==> src/rtl/sm_seq_arb_pkg.sv <==
// Shared types and constants for the sm_seq_arbiter round-robin pulse-sequence arbiter.
package sm_seq_arb_pkg;

    localparam int CMD_W     = 3;
    localparam int LEN_SHORT = 4;
    localparam int LEN_LONG  = 8;
    localparam int CNT_W     = 3;

    typedef enum logic [1:0] {
        ST_IDLE,
        ST_RUN,
        ST_DONE
    } state_e;

    // b2 selects the long path through S4..S7.
    function automatic logic [3:0] seq_len(input logic [CMD_W-1:0] cmd);
        return cmd[1] ? 4'(LEN_LONG) : 4'(LEN_SHORT);
    endfunction

    function automatic logic cmd_valid(input logic [CMD_W-1:0] cmd);
        return cmd[0] | cmd[1];
    endfunction

endpackage

==> src/rtl/sm_seq_arbiter_if.sv <==
// Requester-side bus of sm_seq_arbiter: level requests and button codes in, grant/done/busy out.
interface sm_seq_arbiter_if
    import sm_seq_arb_pkg::*;
#(
    parameter int NREQ = 4,
    parameter int IDW  = $clog2(NREQ)
);
    logic [NREQ-1:0]       req;
    logic [CMD_W*NREQ-1:0] cmd;
    logic [NREQ-1:0]       gnt;
    logic [IDW-1:0]        gnt_id;
    logic [NREQ-1:0]       done;
    logic                  busy;

    modport master (output req, cmd, input gnt, gnt_id, done, busy);
    modport slave  (input req, cmd, output gnt, gnt_id, done, busy);

endinterface

==> src/rtl/rr_pick.sv <==
// Combinational round-robin picker: first valid index at or after i_ptr, wrapping.
module rr_pick #(
    parameter int NREQ = 4,
    parameter int IDW  = $clog2(NREQ)
) (
    input  logic [NREQ-1:0] i_valid,
    input  logic [IDW-1:0]  i_ptr,
    output logic [NREQ-1:0] o_onehot,
    output logic [IDW-1:0]  o_idx,
    output logic            o_any
);

    int             w_pos;
    logic [IDW-1:0] w_pos_idx;

    always_comb begin
        // NOTE: every output gets a default before the loop so no path leaves a latch behind.
        o_onehot  = '0;
        o_idx     = '0;
        o_any     = 1'b0;
        w_pos     = 0;
        w_pos_idx = '0;
        for (int k = 0; k < NREQ; k++) begin
            w_pos     = (int'(i_ptr) + k) % NREQ;
            w_pos_idx = IDW'(w_pos);
            if (!o_any && i_valid[w_pos_idx]) begin
                o_any               = 1'b1;
                o_idx               = w_pos_idx;
                o_onehot[w_pos_idx] = 1'b1;
            end
        end
    end

endmodule

==> src/rtl/sm_seq_arbiter.sv <==
// Round-robin arbiter sharing one 3-button pulse state machine among NREQ requesters.
// Optional outp pulse-count check enabled by defining SM_SEQ_ARB_OUTP_CHECK_EN.
module sm_seq_arbiter
    import sm_seq_arb_pkg::*;
#(
    parameter int NREQ = 4,
    parameter int IDW  = $clog2(NREQ)
) (
    input  logic             clk,
    input  logic             rst_n,
    sm_seq_arbiter_if.slave  arb,
    output logic [CMD_W-1:0] o_sm_b,
    input  logic             i_sm_outp,
    output logic             o_err,
    input  logic             i_err_clr
);

    state_e           r_state,  w_state_n;
    logic [NREQ-1:0]  r_gnt,    w_gnt_n;
    logic [IDW-1:0]   r_gnt_id, w_gnt_id_n;
    logic [NREQ-1:0]  r_done,   w_done_n;
    logic             r_busy,   w_busy_n;
    logic [CMD_W-1:0] r_sm_b,   w_sm_b_n;
    logic [CNT_W-1:0] r_cnt,    w_cnt_n;
    logic [IDW-1:0]   r_rr_ptr, w_rr_ptr_n;
    logic             w_leave_run;

    logic [NREQ-1:0]  w_valid;
    logic [NREQ-1:0]  w_onehot;
    logic [IDW-1:0]   w_idx;
    logic             w_any;
    logic [CMD_W-1:0] w_win_cmd;

    always_comb begin
        w_valid   = '0;
        w_win_cmd = '0;
        for (int i = 0; i < NREQ; i++) begin
            w_valid[i] = arb.req[i] & cmd_valid(arb.cmd[i*CMD_W +: CMD_W]);
            if (w_onehot[i]) w_win_cmd = arb.cmd[i*CMD_W +: CMD_W];
        end
    end

    rr_pick #(.NREQ(NREQ), .IDW(IDW)) u_pick (
        .i_valid  (w_valid),
        .i_ptr    (r_rr_ptr),
        .o_onehot (w_onehot),
        .o_idx    (w_idx),
        .o_any    (w_any)
    );

    always_comb begin
        w_state_n   = r_state;
        w_gnt_n     = r_gnt;
        w_gnt_id_n  = r_gnt_id;
        w_done_n    = '0;
        w_busy_n    = r_busy;
        w_sm_b_n    = r_sm_b;
        w_cnt_n     = r_cnt;
        w_rr_ptr_n  = r_rr_ptr;
        w_leave_run = 1'b0;
        unique case (r_state)
            ST_IDLE: begin
                if (w_any) begin
                    w_gnt_n    = w_onehot;
                    w_gnt_id_n = w_idx;
                    w_sm_b_n   = w_win_cmd;
                    w_cnt_n    = CNT_W'(seq_len(w_win_cmd) - 4'd1);
                    w_busy_n   = 1'b1;
                    w_rr_ptr_n = (w_idx == IDW'(NREQ-1)) ? '0 : w_idx + IDW'(1);
                    w_state_n  = ST_RUN;
                end
            end
            ST_RUN: begin
                if (r_cnt != '0) begin
                    w_cnt_n = r_cnt - CNT_W'(1);
                end else begin
                    w_sm_b_n    = '0;
                    w_gnt_n     = '0;
                    w_done_n    = r_gnt;
                    w_leave_run = 1'b1;
                    w_state_n   = ST_DONE;
                end
            end
            ST_DONE: begin
                w_busy_n  = 1'b0;
                w_state_n = ST_IDLE;
            end
            default: w_state_n = ST_IDLE;
        endcase
    end

    // NOTE: state registers use non-blocking assignments so every flop samples pre-edge values.
    always_ff @(posedge clk or negedge rst_n) begin
        if (!rst_n) begin
            r_state  <= ST_IDLE;
            r_gnt    <= '0;
            r_gnt_id <= '0;
            r_done   <= '0;
            r_busy   <= 1'b0;
            r_sm_b   <= '0;
            r_cnt    <= '0;
            r_rr_ptr <= '0;
        end else begin
            r_state  <= w_state_n;
            r_gnt    <= w_gnt_n;
            r_gnt_id <= w_gnt_id_n;
            r_done   <= w_done_n;
            r_busy   <= w_busy_n;
            r_sm_b   <= w_sm_b_n;
            r_cnt    <= w_cnt_n;
            r_rr_ptr <= w_rr_ptr_n;
        end
    end

    assign arb.gnt    = r_gnt;
    assign arb.gnt_id = r_gnt_id;
    assign arb.done   = r_done;
    assign arb.busy   = r_busy;
    assign o_sm_b     = r_sm_b;

`ifdef SM_SEQ_ARB_OUTP_CHECK_EN
    logic [1:0] r_pulse_cnt;
    logic [1:0] w_pulse_final;
    logic [1:0] w_pulse_exp;
    logic       w_mismatch;
    logic       r_err;

    // Count includes the final RUN cycle so the check can fire on the exit edge.
    assign w_pulse_final = (i_sm_outp && r_pulse_cnt != 2'd3) ? r_pulse_cnt + 2'd1 : r_pulse_cnt;
    assign w_pulse_exp   = r_sm_b[2] ? 2'd2 : 2'd1;
    assign w_mismatch    = w_leave_run && (w_pulse_final != w_pulse_exp);

    always_ff @(posedge clk or negedge rst_n) begin
        if (!rst_n) begin
            r_pulse_cnt <= '0;
            r_err       <= 1'b0;
        end else begin
            if (r_state == ST_IDLE && w_any) r_pulse_cnt <= '0;
            else if (r_state == ST_RUN)      r_pulse_cnt <= w_pulse_final;
            if (w_mismatch)     r_err <= 1'b1;
            else if (i_err_clr) r_err <= 1'b0;
        end
    end

    assign o_err = r_err;
`else
    logic w_unused_chk;
    assign w_unused_chk = i_sm_outp ^ i_err_clr;
    assign o_err        = 1'b0;
`endif

endmodule

==> src/flat_wrapper.sv <==
// flat-port wrapper written by rule: the top's interface ports become plain ports
module sm_seq_arbiter_flat import sm_seq_arb_pkg::*;
#(
    parameter int NREQ = 4,
    parameter int IDW  = $clog2(NREQ)
)
  (clk, rst_n, o_sm_b, i_sm_outp, o_err, i_err_clr, arb_req, arb_cmd, arb_gnt, arb_gnt_id, arb_done, arb_busy);
  sm_seq_arbiter_if #(.NREQ(NREQ), .IDW(IDW)) arb_i ();
  input  logic clk;
  input  logic rst_n;
  output logic [CMD_W-1:0] o_sm_b;
  input  logic i_sm_outp;
  output logic o_err;
  input  logic i_err_clr;
  input wire logic [$bits(arb_i.req)-1:0] arb_req;
  input wire logic [$bits(arb_i.cmd)-1:0] arb_cmd;
  output wire logic [$bits(arb_i.gnt)-1:0] arb_gnt;
  output wire logic [$bits(arb_i.gnt_id)-1:0] arb_gnt_id;
  output wire logic [$bits(arb_i.done)-1:0] arb_done;
  output wire logic [$bits(arb_i.busy)-1:0] arb_busy;
  assign arb_i.req = arb_req;
  assign arb_i.cmd = arb_cmd;
  assign arb_gnt = arb_i.gnt;
  assign arb_gnt_id = arb_i.gnt_id;
  assign arb_done = arb_i.done;
  assign arb_busy = arb_i.busy;
  sm_seq_arbiter #(.NREQ(NREQ), .IDW(IDW)) u_core (.clk(clk), .rst_n(rst_n), .arb(arb_i), .o_sm_b(o_sm_b), .i_sm_outp(i_sm_outp), .o_err(o_err), .i_err_clr(i_err_clr));
endmodule
==> config.mk <==
export PLATFORM = sky130hd
export DESIGN_NAME = sm_seq_arbiter_flat
export DESIGN_NICKNAME = d
export VERILOG_FILES = /design/src/rtl/sm_seq_arb_pkg.sv /design/src/rtl/sm_seq_arbiter_if.sv /design/src/rtl/rr_pick.sv /design/src/rtl/sm_seq_arbiter.sv /design/src/flat_wrapper.sv
export SDC_FILE = /design/constraint.sdc
export NUM_CORES = 1
export LEC_CHECK = 0
export ABC_AREA = 0
export CAP_MARGIN = 20
export CORE_UTILIZATION = 49
export DETAILED_ROUTE_END_ITERATION = 7
export PLACE_DENSITY = 0.8
export SYNTH_ARGS = -nofsm -noshare
export SYNTH_HDL_FRONTEND = slang
export SYNTH_HIERARCHICAL = 1
export SYNTH_SLANG_ARGS = --single-unit
==> constraint.sdc <==
create_clock -name clk -period 4.25 [get_ports clk]
set_clock_uncertainty 0.05 [all_clocks]
set_input_delay 1.275 -clock clk [delete_from_list [all_inputs] [get_ports clk]]
set_output_delay 1.275 -clock clk [all_outputs]
set_load 0.05 [all_outputs]
Word level (Yosys, flattened, before mapping)
Index checks and enable logic that the tools add are counted.
{"block": "totals", "regBits": 21, "in_bits": 20, "output_inout_bits": 15}
{"block": "classes", "n_eq_ne": 6, "n_reduce_logical": 19, "n_bitwise": 11, "magnitude_cmp": 8, "n_addsub": 6, "mux": 50}
{"op": "two-way mux 4 bit", "count": 8}
{"op": "two-way mux 3 bit", "count": 9}
{"op": "two-way mux 2 bit", "count": 7}
{"op": "two-way mux 1 bit", "count": 13}
{"op": "less-than comparator 2 x 3 -> 1 bit, second input constant", "count": 4}
{"op": "OR 4 bit", "count": 3}
{"op": "one-hot mux 3 bit (2 select lines)", "count": 2}
{"op": "binary-select mux 1 bit (select 2 bit)", "count": 4}
{"op": "demux 1 bit (select 2 bit)", "count": 4}
{"op": ">= comparator 2 x 1 -> 1 bit, second input constant", "count": 4}
{"op": "one-hot mux 4 bit (2 select lines)", "count": 1}
{"op": "logical AND 1 bit", "count": 7}
{"op": "AND reduction 2 bit", "count": 3}
{"op": "AND reduction 3 bit", "count": 2}
{"op": "subtractor 3 x 1 -> 3 bit, second input constant", "count": 2}
{"op": "adder 2 x 1 -> 2 bit, second input constant", "count": 2}
{"op": "adder 2 bit, second input constant", "count": 2}
{"op": "bitwise AND 1 bit", "count": 4}
{"op": "== test 2 bit, second input constant", "count": 2}
{"op": "!= test 2 bit, second input constant", "count": 2}
{"op": "OR 1 bit", "count": 4}
{"op": "one-hot mux 2 bit (2 select lines)", "count": 1}
{"op": "nonzero test 2 bit", "count": 2}
{"op": "zero test 1 bit", "count": 3}
{"op": "5 further kinds", "count": 5}

Depth between registers and ports, before layout
Gate-level depths: netlist (run 1).
{"block": "logic_depth", "ltp_word": 22, "depth_mapped": 13}

Modules after synthesis
Netlist (run 1), hierarchy kept.
{"mod": "sm_seq_arbiter", "instances": 1, "cells_each": 102, "area_each_um2": 1019.7}
{"mod": "rr_pick", "instances": 1, "cells_each": 45, "area_each_um2": 421.7}

Worst setup path after synthesis (run 1)
No wires, ideal clock.
{"block": "synth_path", "path_kind": "input-to-reg", "start": "input arb_cmd[7]", "end": "register u_core.r_sm_b[1], in the netlist u_core/o_sm_b[1]", "path_buffers": 1, "arrival_ps": 3730, "cell_stages": 10, "required_time_ps": 4072, "setup_slack_ps": 342, "cell_sequence": "o21a_1 > mux4_2 > buf_6 > and2b_2 > a22oi_1 > o21ai_0 > and3b_1 > a2111oi_2 > nor2_1 > mux2_1"}
{"item": "from (decl)", "line": "flat_wrapper.sv:16", "text": "input wire logic [$bits(arb_i.cmd)-1:0] arb_cmd;"}
{"item": "OR 1 bit (*)", "line": "sm_seq_arb_pkg.sv:21", "text": "return cmd[0] | cmd[1];"}
{"item": "bitwise AND 1 bit (*)", "line": "sm_seq_arbiter.sv:38", "text": "w_valid[i] = arb.req[i] & cmd_valid(arb.cmd[i*CMD_W +: CMD_W]);"}
{"item": "binary-select mux 1 bit (select 2 bit)", "line": "rr_pick.sv:26", "text": "if (!o_any && i_valid[w_pos_idx]) begin"}
{"item": "two-way mux 1 bit (implied by the code)", "line": "rr_pick.sv:26"}
{"item": "two-way mux 1 bit", "line": "rr_pick.sv:26"}
{"item": "zero test 1 bit", "line": "rr_pick.sv:26"}
{"item": "logical AND 1 bit", "line": "rr_pick.sv:26"}
{"item": "two-way mux 1 bit", "line": "rr_pick.sv:26"}
{"item": "[2 not listed]"}
{"item": "two-way mux 1 bit", "line": "rr_pick.sv:26"}
{"item": "zero test 1 bit", "line": "rr_pick.sv:26"}
{"item": "logical AND 1 bit", "line": "rr_pick.sv:26"}
{"item": "two-way mux 4 bit (*)", "line": "rr_pick.sv:26"}
{"item": "named net u_core.w_onehot[1]", "line": "sm_seq_arbiter.sv:29", "text": "logic [NREQ-1:0] w_onehot;"}
{"item": "two-way mux 3 bit (*) (3 in a row)", "line": "sm_seq_arbiter.sv:39", "text": "if (w_onehot[i]) w_win_cmd = arb.cmd[i*CMD_W +: CMD_W];"}
{"item": "two-way mux 3 bit (*)", "line": "sm_seq_arbiter.sv:63", "text": "if (w_any) begin"}
{"item": "one-hot mux 3 bit (2 select lines) (*)", "line": "sm_seq_arbiter.sv:61", "text": "unique case (r_state)"}
{"item": "to (signal assigned)", "line": "sm_seq_arbiter.sv:109", "text": "r_sm_b <= w_sm_b_n;"}
{"item": "to (decl)", "line": "sm_seq_arbiter.sv:23", "text": "logic [CMD_W-1:0] r_sm_b, w_sm_b_n;"}
The timed path passes the listed nets; every way through them passes the cells marked *. The select of a mux whose other input is x is not followed.
A chain may end at the register's enable or synchronous reset.

Final worst setup path (run 1)
{"block": "layout_path", "start": "input arb_cmd[10]", "end": "register u_core.r_cnt[2]"}
{"item": "OR 1 bit (*)", "line": "sm_seq_arb_pkg.sv:21"}
{"item": "bitwise AND 1 bit (*)", "line": "sm_seq_arbiter.sv:38"}
{"item": "named net u_core.w_valid[3]", "line": "sm_seq_arbiter.sv:28", "text": "logic [NREQ-1:0] w_valid;"}
{"item": "binary-select mux 1 bit (select 2 bit)", "line": "rr_pick.sv:26"}
{"item": "two-way mux 1 bit (implied by the code)", "line": "rr_pick.sv:26"}
{"item": "two-way mux 1 bit", "line": "rr_pick.sv:26"}
{"item": "zero test 1 bit", "line": "rr_pick.sv:26"}
{"item": "logical AND 1 bit", "line": "rr_pick.sv:26"}
{"item": "[5 not listed]"}
{"item": "logical AND 1 bit", "line": "rr_pick.sv:26"}
{"item": "two-way mux 4 bit (*)", "line": "rr_pick.sv:26"}
{"item": "named net u_core.w_onehot[3]", "line": "sm_seq_arbiter.sv:29"}
{"item": "two-way mux 3 bit (*)", "line": "sm_seq_arbiter.sv:39"}
{"item": "two-way mux 3 bit (*)", "line": "sm_seq_arb_pkg.sv:17", "text": "return cmd[1] ? 4'(LEN_LONG) : 4'(LEN_SHORT);"}
{"item": "subtractor 3 x 1 -> 3 bit (*)", "line": "sm_seq_arbiter.sv:67", "text": "w_cnt_n = CNT_W'(seq_len(w_win_cmd) - 4'd1);"}
{"item": "two-way mux 3 bit (*)", "line": "sm_seq_arbiter.sv:63"}
{"item": "one-hot mux 3 bit (2 select lines) (*)", "line": "sm_seq_arbiter.sv:61"}
{"item": "to (signal assigned)", "line": "sm_seq_arbiter.sv:110", "text": "r_cnt <= w_cnt_n;"}
{"item": "to (decl)", "line": "sm_seq_arbiter.sv:24", "text": "logic [CNT_W-1:0] r_cnt, w_cnt_n;"}
Marked as above.

==> impl_metrics.ini, run 1 <==
[outcome]
status = finished clean

[layout]
syn2layout_area_growth_pct = 32.5
fin_cells = 225
layout.cells.most_common = clkdlybuf4s50_1
postLayoutCoreUtil_pct = 68.6
nets = 222
multi_input_area_um2 = 851
drive_gt1_share_pct = 15.5
mostFrequentLayoutCells = clkdlybuf4s50_1, nand2_1, dfrtp_1
fin_area_um2 = 1910
nFillCells = 227
n_antenna_cell = 0
ff_latch_area_um2 = 526

[die]
start_util_pct = 51.8
io_pins = 35
die_w_um = 56.2
placementRows = 19
chipHeight_um = 56.2
die_area_um2 = 3160
core_area_um2 = 2780

[place]
place.detailed.hpwl_um = 2760
placedCellCount = 221
routabilityCongestion = 0.836
placed_area_um2 = 1880
portBuffers = 31

[synth]
yosys-top-cells-area = dfrtp_1, nand2_1, ha_1
yosys_register_bits = 21
syn-cell-area_um2 = 1440
yosysTopAreaCell = dfrtp_1
yosys_warnings = 6
ys_async_sr_fraction_pct = 100
syn_area_per_cell_um2 = 9.81
ys_seq_area_share_pct = 36.5
syn_nets = 174
yosysUniqueCellTypes = 43
syn_inst = 147
synth_top_area_share_pct = 36.5
synth_edf_count = 0
ys.flop_type = dfrtp_1

[cts]
cts_sinks = 21
post-cts-setup-buffer-count = 0
cts_buffer_depth = 2
cts_tree = built
h-tree-depth = 1
clk_latency_ns = 0.31
cts_made_buffers = 3
post_cts_resized = 0
cts_root_buffer = clkbuf_4
clk_pin_slew_ns = 0.11
hold_buffers = 0

[global_routing]
grt_pass1_vias = 1373
grt_start_max_net_pins = 22
antenna_found_initial = 0
grt_usage_pct = 24.3
grt_pass1_wl_um = 6020
overflow = 0

[timing]
hold_viol_final = 0
setup_viol = 0
slew_headroom_pct = 39.7
rsz0062_at_grt = no
period_needed_ns = 4.09
tns_ns = 0
fmaxAchievable_mhz = 244
finalMaxSlewViolations = 0
tightest_slew_ns = 0.901
finalCritPeriodShare_pct = 96.3

[drt]
wl_um = 3450
routed-via-count = 1317
avgViaCountPerCell = 5.85
routedWlPerCell_um = 15.3
first_pass_iters = 5
drtIter0Drc = 54
drc = 0
final_antenna_net_count = 0

[hold_path]
hp-class = reg -> reg
hold_depth = 2
min_from = u_core/arb.gnt_id[0]$_DFFE_PN0P_

[pwr]
p_leak_nw = 0.830
vdd_ir_drop_max_v = 0.000650
power.density_nw_per_um2 = 782
p_total_mw = 1.49

[setup_path]
crit_chain = clkdlybuf4s50_1, o21a_1, mux4_1, and2b_2, a22oi_1, o21ai_0, buf_4, a221o_1, or3_1, o221a_1
end_kind = flip-flop
cp_top_family = compound AO/OA/AOI/OAI gates
worstRegToRegCells = 11
critPathMaxStageDelay_ns = 0.60
slowest_stage = mux4_1
crit_start = arb_cmd[10]
cp.required_ns = 4.41
worst-path-buf-inv = 2
worst-path-stages = 10
timing.rr.start = u_core/r_rr_ptr[1]$_DFFE_PN0P_
cp.arrival_ns = 4.25
start_kind = input port
crit_fanout = 7
path_class = in -> reg

[run]
maxCapViolations = 0
==> cell type report <==
cell class | count | share of cell area [%]
multi-input combinational | 114 | 44.6
sequential | 21 | 27.5
timing repair buffer | 49 | 23.3
tap | 31 | 2.03
clock buffer | 4 | 1.38
inverter | 6 | 1.18
==> cells in the mapped netlist (2+ instances only) <==
cell      count
o221ai_1      2
nor2_1        9
o21a_1        4
o21ai_0      11
a221oi_1      2
a21oi_1       2
a22oi_1       8
or3_1         2
a22o_1        2
clkbuf_1      2
nand2_1      24
inv_1         6
mux4_2        2
dfrtp_1      21
buf_6         2
nand2b_1      3
o31ai_1       4
and2_1        4
mux4_1        2
nor2b_1       5
mux2i_1       2
ha_1          7
==> routing by layer <==
layer	wire [µm]	GRT usage [%]	share of wire [%]	vias up
met5	0	0	0	-
li1	-	-	-	633
met4	73	9.76	2.1	0
met2	1860	45.1	54	43
met1	1390	27.8	40	635
met3	126	3.26	3.7	6
==> worst paths after layout <==
| path | endpoint | slack (ns) |
|---|---|---|
| hold reg to reg | u_core/arb.gnt_id[0]$_DFFE_PN0P_ | 0.44 |
| setup / recovery | u_core/r_cnt[2]$_DFFE_PN0P_ | 0.16 |
| max in group asynchronous | u_core/r_rr_ptr[1]$_DFFE_PN0P_ | 2.19 |
| setup reg to reg | u_core/r_cnt[2]$_DFFE_PN0P_ | 0.98 |
| hold / removal | u_core/arb.gnt_id[0]$_DFFE_PN0P_ | 0.44 |
| min in group asynchronous | u_core/r_rr_ptr[0]$_DFFE_PN0P_ | 1.41 |
==> worst register-to-register path: cells and delay by family (launching register included) <==
family / cells / cell delay (ns)
AO/OA/AOI/OAI: 4 / 0.49
adder cells (fa/ha/maj): 1 / 0.39
buffers and inverters: 2 / 0.33
flip-flops: 1 / 0.55
multiplexers: 1 / 0.39
AND/OR/NAND/NOR: 3 / 0.98
==> stage by stage <==
stage               worst slack [ns]  hold WS [ns]
global route                  0.0252         0.472
floorplan                      0.342         0.465
finish                         0.158         0.436
CTS                            0.166         0.439
global placement             -0.0923         0.411
detailed placement            -0.176         0.412
==> power breakdown <==
part,switching [mW],total (mW),internal (mW)
logic,0.590,1.05,0.458
clock network,0.0595,0.0962,0.0367
registers,0.0763,0.348,0.272
==> kinds of logic after synthesis <==
group | synth area share, %
other cells | 0.260
flops | 36.5
simple gates | 22.7
mux | 9.72
fa+ha+maj | 6.08
compound gates | 20.2
buf+inv | 4.51
==> flip-flops by register name, summed over array words and instances, names as in the netlist <==
| signal | flops |
|---|---|
| u_core/arb.gnt_id | 2 |
| u_core/r_state | 2 |
| u_core/arb.gnt | 4 |
| u_core/arb.done | 4 |
| u_core/r_rr_ptr | 2 |
| u_core/o_sm_b | 3 |
| u_core/r_cnt | 3 |
| u_core/arb.busy | 1 |
No activity file was read; power rests on OpenSTA's default activity.
==> run 2: changes to the inputs <==
--- a/config.mk
+++ b/config.mk
@@ -9,7 +9,8 @@
 export CAP_MARGIN = 20
 export CORE_UTILIZATION = 49
 export DETAILED_ROUTE_END_ITERATION = 7
-export PLACE_DENSITY = 0.8
+export GPL_ROUTABILITY_DRIVEN = 0
+export PLACE_DENSITY = 0.79
 export SYNTH_ARGS = -nofsm -noshare
 export SYNTH_HDL_FRONTEND = slang
 export SYNTH_HIERARCHICAL = 1
==> impl_metrics.ini, run 2 (synthesized netlist as in run 1, its figures left out) <==
[outcome]
status = finished clean

[setup_path]
critPathMaxStageDelay_ns = 0.60
start_kind = input port
slowest_stage = mux4_1
cp_top_family = compound AO/OA/AOI/OAI gates
worst-path-buf-inv = 2
crit_chain = clkdlybuf4s50_1, o21a_1, mux4_1, and2b_2, a22oi_1, o21ai_0, buf_4, a221o_1, or3_1, o221a_1
crit_fanout = 7
end_kind = flip-flop
path_class = in -> reg
cp.required_ns = 4.41
cp.arrival_ns = 4.23

[place]
portBuffers = 31
place_ws_ns = -0.133
placed_area_um2 = 1870
place.detailed.hpwl_um = 2640

[layout]
nets = 220
syn2layout_area_growth_pct = 31.4
mostFrequentLayoutCells = clkdlybuf4s50_1, nand2_1, dfrtp_1
layout.cells.most_common = clkdlybuf4s50_1
fin_area_um2 = 1890
drive_gt1_share_pct = 14.6
n_antenna_cell = 0

[drt]
routed-via-count = 1290
first_pass_iters = 4
avgViaCountPerCell = 5.78
drc = 0
drtIter0Drc = 57
wl_um = 3420
final_antenna_net_count = 0
routedWlPerCell_um = 15.3

[timing]
finalCritPeriodShare_pct = 95.8
tns_ns = 0
rsz0062_at_grt = no
tightest_slew_ns = 0.887
period_needed_ns = 4.07
setup_viol = 0
hold_viol_final = 0
slew_headroom_pct = 40.7
finalMaxSlewViolations = 0
finalWorstSetupSlack_ns = 0.179
fmaxAchievable_mhz = 246

[die]
start_util_pct = 51.8
chipHeight_um = 56.2
io_pins = 35
placementRows = 19
die_w_um = 56.2
core_area_um2 = 2780
die_area_um2 = 3160

[cts]
cts_made_buffers = 3
cts_root_buffer = clkbuf_4
post-cts-setup-buffer-count = 0
hold_buffers = 0
cts_tree = built
clk_latency_ns = 0.30
cts_sinks = 21
post_cts_resized = 0
h-tree-depth = 1
clk_pin_slew_ns = 0.11
cts_buffer_depth = 2

[hold_path]
hp-class = reg -> reg

[global_routing]
grt_usage_pct = 22.9
grt_busiest_layer = met2
gr-usage-met3_pct = 1.40
overflow = 0
grt_pass1_wl_um = 5760
met1_usage_pct = 27.6
use_met2_pct = 42.7
grt_start_max_net_pins = 22
grt_pass1_vias = 1289
antenna_found_initial = 0

[pwr]
p_total_mw = 1.49
vdd_ir_drop_max_v = 0.000669
power.density_nw_per_um2 = 787
p_leak_nw = 0.820

[run]
maxCapViolations = 0
==> run 2: power breakdown <==
group / internal [mW] / total [mW] / switching (mW)
registers: 0.272 / 0.347 / 0.0756
logic: 0.455 / 1.05 / 0.594
clock network: 0.0366 / 0.0949 / 0.0583
total: 0.763 / 1.49 / 0.728
==> run 2: tightest hold or removal path: stages (launching register included) <==
cell	delay, ns
dfrtp_1	0.36
nand2_1	0.05
nand2_1	0.06
==> run 2: metal layers <==
metal,vias up,share of wire (%)
li1,629,-
met1,626,43
met2,31,54
met3,4,2.4
met4,0,0.96
met5,-,0
==> run 2: final timing paths <==
| path | start | to | slack (ns) | cells past startpoint |
|---|---|---|---|---|
| max reg2reg | u_core/r_rr_ptr[1]$_DFFE_PN0P_ | u_core/o_sm_b[1]$_DFFE_PN0P_ | 0.97 | 10 |
| min | u_core/arb.gnt_id[0]$_DFFE_PN0P_ | u_core/arb.gnt_id[0]$_DFFE_PN0P_ | 0.44 | 2 |
| min in group asynchronous | rst_n | u_core/arb.gnt[0]$_DFFE_PN0P_ | 1.41 | 1 |
| max in group asynchronous | rst_n | u_core/arb.gnt_id[1]$_DFFE_PN0P_ | 2.20 | 1 |
| max | arb_cmd[1] | u_core/r_cnt[2]$_DFFE_PN0P_ | 0.18 | 10 |
| min reg2reg | u_core/arb.gnt_id[0]$_DFFE_PN0P_ | u_core/arb.gnt_id[0]$_DFFE_PN0P_ | 0.44 | 2 |
==> run 2: area by class of cell <==
class | instances | area (µm²)
Clock buffer | 4 | 26.3
Fill cell | 227 | 887
Inverter | 6 | 22.5
Multi-Input combinational cell | 114 | 851
Sequential cell | 21 | 526
Tap cell | 31 | 38.8
Timing Repair Buffer | 47 | 430
==> run 2: through the flow <==
stage | hold slack (ns) | utilization (%) | cells
2_1_floorplan | 0.465 | - | 147
3_3_place_gp | 0.409 | 67.2 | 219
3_5_place_dp | 0.413 | 67.2 | 219
4_1_cts | 0.440 | 68.1 | 223
5_1_grt | 0.475 | 68.1 | 223
6_report | 0.436 | 68.1 | 223
==> run 3: changes to the inputs <==
--- a/config.mk
+++ b/config.mk
@@ -7,10 +7,11 @@
 export LEC_CHECK = 0
 export ABC_AREA = 0
 export CAP_MARGIN = 20
-export CORE_UTILIZATION = 49
+export CORE_UTILIZATION = 51
+export CTS_BUF_LIST = sky130_fd_sc_hd__clkbuf_8
 export DETAILED_ROUTE_END_ITERATION = 7
 export GPL_ROUTABILITY_DRIVEN = 0
-export PLACE_DENSITY = 0.79
+export PLACE_DENSITY = 0.82
 export SYNTH_ARGS = -nofsm -noshare
 export SYNTH_HDL_FRONTEND = slang
 export SYNTH_HIERARCHICAL = 1
==> impl_metrics.ini, run 3 (synthesized netlist as in run 1, its figures left out) <==
[timing]
finalCritPeriodShare_pct = 96.7
tns_ns = 0
period_needed_ns = 4.11
finalWorstSetupSlack_ns = 0.141
slew_headroom_pct = 41.5
fmaxAchievable_mhz = 243
hold_viol_final = 0
tightest_slew_ns = 0.875
finalMaxSlewViolations = 0
setup_viol = 0

[cts]
cts_buffer_depth = 2
hold_buffers = 0
h-tree-depth = 1
cts_root_buffer = clkbuf_8
post-cts-setup-buffer-count = 0
clk_pin_slew_ns = 0.07
clk_latency_ns = 0.26
cts_sinks = 21
cts_made_buffers = 3
cts_tree = built

[die]
chipHeight_um = 55.2
start_util_pct = 56.1
core_area_um2 = 2570
io_pins = 35
placementRows = 18
die_w_um = 55.2
die_area_um2 = 3040

[layout]
layout.cells.most_common = clkdlybuf4s50_1
nFillCells = 182
drive_gt1_share_pct = 15.1
fin_area_um2 = 1930
n_antenna_cell = 0
mostFrequentLayoutCells = clkdlybuf4s50_1, nand2_1, dfrtp_1
nets = 220
syn2layout_area_growth_pct = 33.6

[place]
place_ws_ns = -0.112
place.detailed.hpwl_um = 2710
portBuffers = 31
placed_area_um2 = 1870

[global_routing]
grt_start_max_net_pins = 22
antenna_found_initial = 0
grt_usage_pct = 26.2
grt_pass1_vias = 1261
overflow = 0
grt_pass1_wl_um = 5510

[drt]
drtIter0Drc = 32
wl_um = 3430
routed-via-count = 1308
routedWlPerCell_um = 15.4
final_antenna_net_count = 0
drc = 0
avgViaCountPerCell = 5.89
first_pass_iters = 4

[setup_path]
cp.required_ns = 4.35
start_kind = input port
crit_fanout = 7
timing.rr.start = u_core/r_rr_ptr[1]$_DFFE_PN0P_
end_kind = flip-flop
cp.arrival_ns = 4.21
path_class = in -> reg
worstRegToRegCells = 10
crit_start = arb_cmd[1]

[hold_path]
min_from = u_core/arb.gnt_id[1]$_DFFE_PN0P_
hp-class = reg -> reg
hold_depth = 2

[pwr]
p_total_mw = 1.56
power.density_nw_per_um2 = 808
p_leak_nw = 0.833
vdd_ir_drop_max_v = 0.000621

[outcome]
status = finished clean

[run]
maxCapViolations = 0
run 3: repair_timing:
item / in CTS / in global routing
gates resized for setup: 0 / 1
setup endpoints to repair: 0 / 1
hold endpoints to repair: 0 / 0
run 3: report_power, final:
part	internal (mW)	leakage (nW)	switching, mW	total, mW
Clock	0.0653	0.0255	0.0623	0.128
Sequential	0.272	0.267	0.0723	0.344
Combinational	0.468	0.540	0.615	1.08
Total	0.806	0.833	0.750	1.56
run 3: area by class of cell:
| type | instances | area [µm²] | area share [%] |
|---|---|---|---|
| Clock buffer | 3 | 41.3 | 2.14 |
| Clock inverter | 1 | 5.00 | 0.260 |
| Inverter | 6 | 22.5 | 1.17 |
| Multi-Input combinational cell | 114 | 863 | 44.8 |
| Sequential cell | 21 | 526 | 27.3 |
| Tap cell | 30 | 37.5 | 1.95 |
| Timing Repair Buffer | 47 | 430 | 22.4 |
run 3: path summary, 6_finish.rpt:
| path | slack [ns] | end |
|---|---|---|
| worst min register to register | 0.43 | u_core/arb.gnt_id[1]$_DFFE_PN0P_ |
| worst min-delay path | 0.43 | u_core/arb.gnt_id[1]$_DFFE_PN0P_ |
| worst max-delay path | 0.14 | u_core/r_cnt[2]$_DFFE_PN0P_ |
| worst max register to register | 0.97 | u_core/o_sm_b[1]$_DFFE_PN0P_ |
| min in group asynchronous | 1.46 | u_core/arb.busy$_DFFE_PN0P_ |
| max in group asynchronous | 2.15 | u_core/r_state[1]$_DFFE_PN0P_ |
run 3: metal layers:
metal / GRT usage [%] / share of wire (%) / wire [µm] / vias to the layer above
met1: 27.6 / 39 / 1350 / 637
met4: 13.3 / 2.1 / 71 / 0
met5: 0 / 0 / 0 / -
li1: - / - / - / 629
met2: 50.0 / 56 / 1920 / 34
met3: 3.28 / 2.4 / 83 / 8
run 3: stage by stage:
| step | hold WS [ns] | std cells | util (%) |
|---|---|---|---|
| after global routing | 0.440 | 222 | 75.0 |
| after floorplan | 0.465 | 147 | - |
| after CTS | 0.432 | 222 | 74.5 |
| after global placement | 0.411 | 218 | 72.7 |
| after detailed placement | 0.414 | 218 | 72.7 |
| final | 0.427 | 222 | 75.0 |
run 3: worst max-delay path, stage by stage:
cell	delay (ns)
clkdlybuf4s50_1	0.42
o21a_1	0.24
mux4_1	0.59
and2b_2	0.27
a22oi_1	0.15
o21ai_0	0.16
buf_4	0.21
a221o_1	0.35
or3_1	0.31
o221a_1	0.23
